### src/rtl/juiz_ritmo.sv
// Rhythm-game judge: steps through a song, times each player press against the expected note, scores hits/misses.
// One cycle of memory latency per note; AVALIA/PROXIMA are single-cycle; no backpressure, the song runs at its own tempo.
module juiz_ritmo #(
    parameter int NOTAS      = 13,
    parameter int TAM_MUSICA = 16,
    parameter int TICKS_BEAT = 25000000,
    parameter int JANELA     = 5000000,
    parameter int MAX_ERROS  = 3,
    parameter int DUR_W      = 2
) (
    input  logic                              clock,
    input  logic                              reset,
    input  logic                              iniciar,
    input  logic [NOTAS-1:0]                  botoes,
    input  logic [NOTAS-1:0]                  nota_mem,
    input  logic [DUR_W-1:0]                  dur_mem,
    output logic [$clog2(TAM_MUSICA)-1:0]     endereco,
    output logic [$clog2(TAM_MUSICA+1)-1:0]   pontos,
    output logic [$clog2(MAX_ERROS+1)-1:0]    erros,
    output logic                              vez_jogador,
    output logic                              acerto_pulso,
    output logic                              erro_pulso,
    output logic                              ganhou,
    output logic                              perdeu,
    output logic [2:0]                        db_estado
);

    localparam int EW   = $clog2(TAM_MUSICA);
    localparam int PW   = $clog2(TAM_MUSICA + 1);
    localparam int ERW  = $clog2(MAX_ERROS + 1);
    localparam int LMAX = ((1 << DUR_W) - 1) * TICKS_BEAT;
    localparam int TW   = $clog2(LMAX + 1);

    typedef enum logic [2:0] {
        IDLE    = 3'd0,
        CARREGA = 3'd1,
        ESPERA  = 3'd2,
        AVALIA  = 3'd3,
        PROXIMA = 3'd4,
        GANHOU  = 3'd5,
        PERDEU  = 3'd6
    } estado_t;

    estado_t         estado;
    logic [TW-1:0]   tick;
    logic [TW-1:0]   len_q;
    logic            avaliado;
    logic            acertou;
    logic            botoes_ant;

    logic [TW-1:0]   dur_ext;
    logic [TW-1:0]   len_calc;
    logic [TW-1:0]   len_atual;
    logic            fim_nota;
    logic            borda;
    logic            acerto_agora;
    logic            acertou_final;

    // Memory data becomes valid on the first ESPERA cycle, so the note length
    // is taken straight from dur_mem at tick 0 and from the latched copy after.
    always_comb begin
        dur_ext = TW'(dur_mem);
        if (dur_mem == '0) begin
            dur_ext = TW'(1);
        end
        len_calc = dur_ext * TW'(TICKS_BEAT);
    end

    assign len_atual     = (tick == '0) ? len_calc : len_q;
    assign fim_nota      = (tick == (len_atual - TW'(1)));
    assign borda         = (botoes != '0) && !botoes_ant;
    assign acerto_agora  = (tick < TW'(JANELA)) && (botoes == nota_mem);
    assign acertou_final = avaliado ? acertou : (borda && acerto_agora);

    always_ff @(posedge clock or negedge reset) begin
        if (!reset) begin
            estado       <= IDLE;
            endereco     <= '0;
            pontos       <= '0;
            erros        <= '0;
            tick         <= '0;
            len_q        <= '0;
            avaliado     <= 1'b0;
            acertou      <= 1'b0;
            botoes_ant   <= 1'b0;
            acerto_pulso <= 1'b0;
            erro_pulso   <= 1'b0;
        end else begin
            acerto_pulso <= 1'b0;
            erro_pulso   <= 1'b0;
            botoes_ant   <= (botoes != '0);

            case (estado)
                IDLE: begin
                    if (iniciar) begin
                        estado   <= CARREGA;
                        endereco <= '0;
                        pontos   <= '0;
                        erros    <= '0;
                    end
                end

                CARREGA: begin
                    tick       <= '0;
                    avaliado   <= 1'b0;
                    acertou    <= 1'b0;
                    botoes_ant <= 1'b0;
                    estado     <= ESPERA;
                end

                ESPERA: begin
                    tick <= tick + TW'(1);
                    if (tick == '0) begin
                        len_q <= len_calc;
                    end
                    // Only the first press of a note is judged; later ones are ignored.
                    if (borda && !avaliado) begin
                        avaliado <= 1'b1;
                        acertou  <= acerto_agora;
                    end
                    if (fim_nota) begin
                        estado <= AVALIA;
                        if (acertou_final) begin
                            acerto_pulso <= 1'b1;
                            if (pontos != PW'(TAM_MUSICA)) begin
                                pontos <= pontos + PW'(1);
                            end
                        end else begin
                            erro_pulso <= 1'b1;
                            if (erros != ERW'(MAX_ERROS)) begin
                                erros <= erros + ERW'(1);
                            end
                        end
                    end
                end

                AVALIA: begin
                    if (erros == ERW'(MAX_ERROS)) begin
                        estado <= PERDEU;
                    end else if (endereco == EW'(TAM_MUSICA - 1)) begin
                        estado <= GANHOU;
                    end else begin
                        estado <= PROXIMA;
                    end
                end

                PROXIMA: begin
                    endereco <= endereco + EW'(1);
                    estado   <= CARREGA;
                end

                GANHOU, PERDEU: begin
                    if (iniciar) begin
                        estado   <= CARREGA;
                        endereco <= '0;
                        pontos   <= '0;
                        erros    <= '0;
                    end
                end

                default: begin
                    estado <= IDLE;
                end
            endcase
        end
    end

    assign vez_jogador = (estado == ESPERA);
    assign ganhou      = (estado == GANHOU);
    assign perdeu      = (estado == PERDEU);
    assign db_estado   = estado;

endmodule
### config.mk
export PLATFORM = sky130hd
export DESIGN_NAME = juiz_ritmo
export DESIGN_NICKNAME = d
export VERILOG_FILES = /design/src/rtl/juiz_ritmo.sv
export SDC_FILE = /design/constraint.sdc
export NUM_CORES = 1
export LEC_CHECK = 0
export CAP_MARGIN = 20
export CORE_AREA = 2 2 111 113
export DETAILED_ROUTE_END_ITERATION = 7
export DIE_AREA = 0 0 113 115
export GPL_ROUTABILITY_DRIVEN = 0
export PLACE_DENSITY = 0.7
export SYNTH_ARGS = -nofsm -noshare
export SYNTH_HDL_FRONTEND = slang
export SYNTH_SLANG_ARGS = --single-unit
export TNS_END_PERCENT = 10
### constraint.sdc
create_clock -name clock -period 6 [get_ports clock]
set_clock_uncertainty 0.1 [all_clocks]
set_input_delay 0.9 -clock clock [delete_from_list [all_inputs] [get_ports clock]]
set_output_delay 0.9 -clock clock [all_outputs]
set_load 0.02 [all_outputs]
==> results of run 1 <==
==> state kept, by name, indices dropped and copies added, names as in the netlist <==
signal,flops
erros,2
botoes_ant,1
pontos,5
acertou,1
tick,27
len_q,27
avaliado,1
erro_pulso,1
acerto_pulso,1
endereco,4
db_estado,3
==> per-layer routing <==
layer | global-route usage [%] | wire, microns
met1 | 29.8 | 6060
met2 | 37.6 | 6770
met4 | 9.67 | 518
met5 | 0 | 0
met3 | 4.74 | 1260
==> logic make-up (layout without fill, tap and decap cells) <==
group | count (synthesis) | after routing | synth area share [%]
buffers and inverters | 62 | 75 | 4.97
adders and majority gates | 7 | 7 | 1.67
xor gates and xnor gates | 41 | 41 | 6.85
AOI/OAI and AO/OA | 126 | 126 | 16.3
DFF | 73 | 73 | 34.9
muxes | 14 | 14 | 2.67
and+or+nand+nor | 308 | 308 | 32.7
==> final timing paths <==
check	slack, ns	endpoint	cells past startpoint	from
worst max-delay path	0.73	pontos[0]$_DFFE_PN0P_	16	tick[0]$_DFFE_PN0P_
worst min-delay path	0.41	acertou$_DFFE_PN0P_	2	acertou$_DFFE_PN0P_
worst max register to register	0.73	pontos[0]$_DFFE_PN0P_	16	tick[0]$_DFFE_PN0P_
worst min register to register	0.41	acertou$_DFFE_PN0P_	2	acertou$_DFFE_PN0P_
max in group asynchronous	4.61	db_estado[2]$_DFFE_PN0P_	1	reset
min in group asynchronous	0.60	len_q[15]$_DFFE_PN0P_	1	reset
==> synthesized netlist by cell type, types with 3 or more instances <==
master,n
a211oi_1,6
a21boi_0,4
a21oi_1,18
a31oi_1,5
and2_1,9
and3_1,12
and4_1,8
buf_2,4
buf_6,3
clkbuf_1,41
dfrtp_1,73
ha_1,7
inv_1,11
mux2i_1,14
nand2_1,75
nand2b_1,21
nand3_1,40
nand3b_1,5
nand4_1,12
nor2_1,30
nor2b_1,8
nor3_1,22
nor4_1,25
o211ai_1,9
o21ai_0,37
o221ai_1,4
o31a_1,3
o31ai_1,13
or2_2,3
or3_1,8
or4_1,12
or4_4,3
xnor2_1,19
xor2_1,22
==> layout make-up <==
| type | instances | area, sq um | area share (%) |
|---|---|---|---|
| well taps | 147 | 184 | 3.07 |
| clock inverters | 2 | 37.5 | 0.626 |
| inverters | 12 | 45.0 | 0.751 |
| clock buffers | 12 | 267 | 4.44 |
| flip-flops and latches | 73 | 1830 | 30.4 |
| multi-input cells | 496 | 3150 | 52.5 |
| repair buffers | 49 | 488 | 8.13 |
==> through the flow <==
stage               hold slack (ns)  setup WS (ns)  instance area (sq um)  cells  util, %
finish                        0.411          0.730                   6000    791     50.8
global route                  0.466          0.420                   6000    791     50.8
CTS                           0.409          0.873                   6000    791     50.8
detailed placement            0.396          0.902                   5700    777     48.2
global placement              0.382           1.13                   5700    777     48.2
floorplan                     0.363           1.39                   5240    631        -
==> critical path: stages (launching register included) <==
cell       delay, ns
dfrtp_1         0.47
inv_1           0.09
ha_1            0.18
nor3b_1         0.37
and3_1          0.33
nand2_1         0.40
nand2_1         0.22
ha_1            0.39
or4b_1          0.56
nor4b_2         0.27
xnor2_1         0.17
or3b_1          0.37
a21oi_1         0.24
o2111ai_1       0.19
nor4b_4         0.46
nand3_2         0.18
mux2i_1         0.15
==> placed cells by master (no fill, tap or decap), types with 3 or more instances in the layout <==
cell type / netlist / layout
xor2_1: 22 / 22
nand2_1: 75 / 75
nor2_1: 30 / 30
o31ai_1: 13 / 13
and3_1: 12 / 12
a211oi_1: 6 / 6
o211ai_1: 9 / 9
or3_1: 8 / 8
inv_1: 11 / 11
nand3b_1: 5 / 5
o221ai_1: 4 / 4
a31oi_1: 5 / 5
mux2i_1: 14 / 14
nand3_1: 40 / 40
o21ai_0: 37 / 37
ha_1: 7 / 7
clkbuf_16: 0 / 9
o31a_1: 3 / 3
a21oi_1: 18 / 18
or2_2: 3 / 3
nand4_1: 12 / 12
clkdlybuf4s50_1: 0 / 48
clkbuf_8: 0 / 3
and2_1: 9 / 9
and4_1: 8 / 8
or4_4: 3 / 3
dfrtp_1: 73 / 73
nor3_1: 22 / 22
nor4_1: 25 / 25
nor2b_1: 8 / 8
xnor2_1: 19 / 19
or4_1: 12 / 12
nand2b_1: 21 / 21
a21boi_0: 4 / 4
==> report_power, final <==
part / switching [uW] / internal (uW)
logic: 40.9 / 36.9
clock network: 197 / 351
registers: 8.47 / 497
total: 247 / 884
==> impl_metrics.env, run 1 <==
export IMPL_max_freq_ghz=0.190
export IMPL_n_fill_cell=1088
export IMPL_clkLatencyLatePin_ns=0.34
export IMPL_crit_required_ns=6.12
export IMPL_syn_nets=669
export IMPL_rsz0062_at_grt="false"
export IMPL_grt_max_degree=74
export IMPL_cts_tree="yes"
export IMPL_crit_arrival_ns=5.39
export IMPL_synth_largest_area_cell="dfrtp_1"
export IMPL_synth_warnings=0
export IMPL_start_util_pct=44.4
export IMPL_synth_area_sq_um=5240
export IMPL_via_per_inst=6.42
export IMPL_clk_pin_slew_ns=0.06
export IMPL_synth_area_top_cells="dfrtp_1 35%, nand2_1 5.4%, nand3_1 3.8%"
export IMPL_drtPass1Iterations=6
export IMPL_cp_max_fo=18
export IMPL_num_vias=5079
export IMPL_async_reset_ff_share_pct=100
export IMPL_synth_seq_area_share_pct=34.9
export IMPL_ys_ff_latch=73
export IMPL_diodes=0
export IMPL_setup_tns_ns=0
export IMPL_clock_sinks=73
export IMPL_drt_total_wl_microns=14600
export IMPL_initialDrtViolationCount=644
export IMPL_grt_overflow=0
export IMPL_dpl_hpwl_microns=10800
export IMPL_grt_pass1_wl_microns=24000
export IMPL_syn_area_per_cell_sq_um=8.30
export IMPL_first_global_vias=4761
export IMPL_critPathCaptureType="register"
export IMPL_htreeDepth=3
export IMPL_antenna_found_initial=0
export IMPL_layout_drive_gt1_share_pct=4.50
export IMPL_nets=679
export IMPL_hold_class="register to register"
export IMPL_min_period_ns=5.27
export IMPL_die_width_microns=113
export IMPL_hold_viol=0
export IMPL_max_slew_margin_pct=31.9
export IMPL_cts_setup_buffers=0
export IMPL_outcome="finished, final reports clean"
export IMPL_fp_dieH_microns=115
export IMPL_die_area_sq_um=13000
export IMPL_ctsResizeCount=0
export IMPL_synthCells=631
export IMPL_finalSetupViolCount=0
export IMPL_critPathLaunchType="register"
export IMPL_area_delta_synth_final_pct=14.5
export IMPL_max_cap_viol_count=0
export IMPL_synth_cell_types=68
export IMPL_row_count=40
export IMPL_drc=0
export IMPL_peakVddDrop_uv=109
export IMPL_boundaryPins=50
export IMPL_crit_type="register to register"
export IMPL_p_total_uw=1130
export IMPL_cts_hold_buf=0
export IMPL_leakagePower_uw=0.00244
export IMPL_period_share_pct=87.8
export IMPL_root_buffer="clkbuf_16"
export IMPL_cts_buffers=9
export IMPL_core_sq_um=11800
export IMPL_p_per_area_nw_per_um2=189
export IMPL_cts_buffer_depth=2
export IMPL_port_buffers=49
export IMPL_post_drt_wl_per_cell_microns=18.5
export IMPL_gr_usage_all_layers_pct=23.0
export IMPL_synth_edf_count=0
export IMPL_final_max_slew_viol_count=0
export IMPL_antenna_left=0
export IMPL_tightest_slew_ns=0.995
export IMPL_synth_flop_cell="dfrtp_1"
export IMPL_yosysTopAreaCellShare_pct=34.9
(Power assumes the default switching activity.)
==> inputs of run 2 (changes only) <==
==> constraint.sdc (replaced) <==
create_clock -name clock -period 6 [get_ports clock]
set_clock_uncertainty 0.1 [all_clocks]
set_input_delay 1.2 -clock clock [delete_from_list [all_inputs] [get_ports clock]]
set_output_delay 1.2 -clock clock [all_outputs]
set_load 0.02 [all_outputs]
==> results of run 2 <==
Same layout as run 1 (identical final DEF). Status: finished, final reports clean.
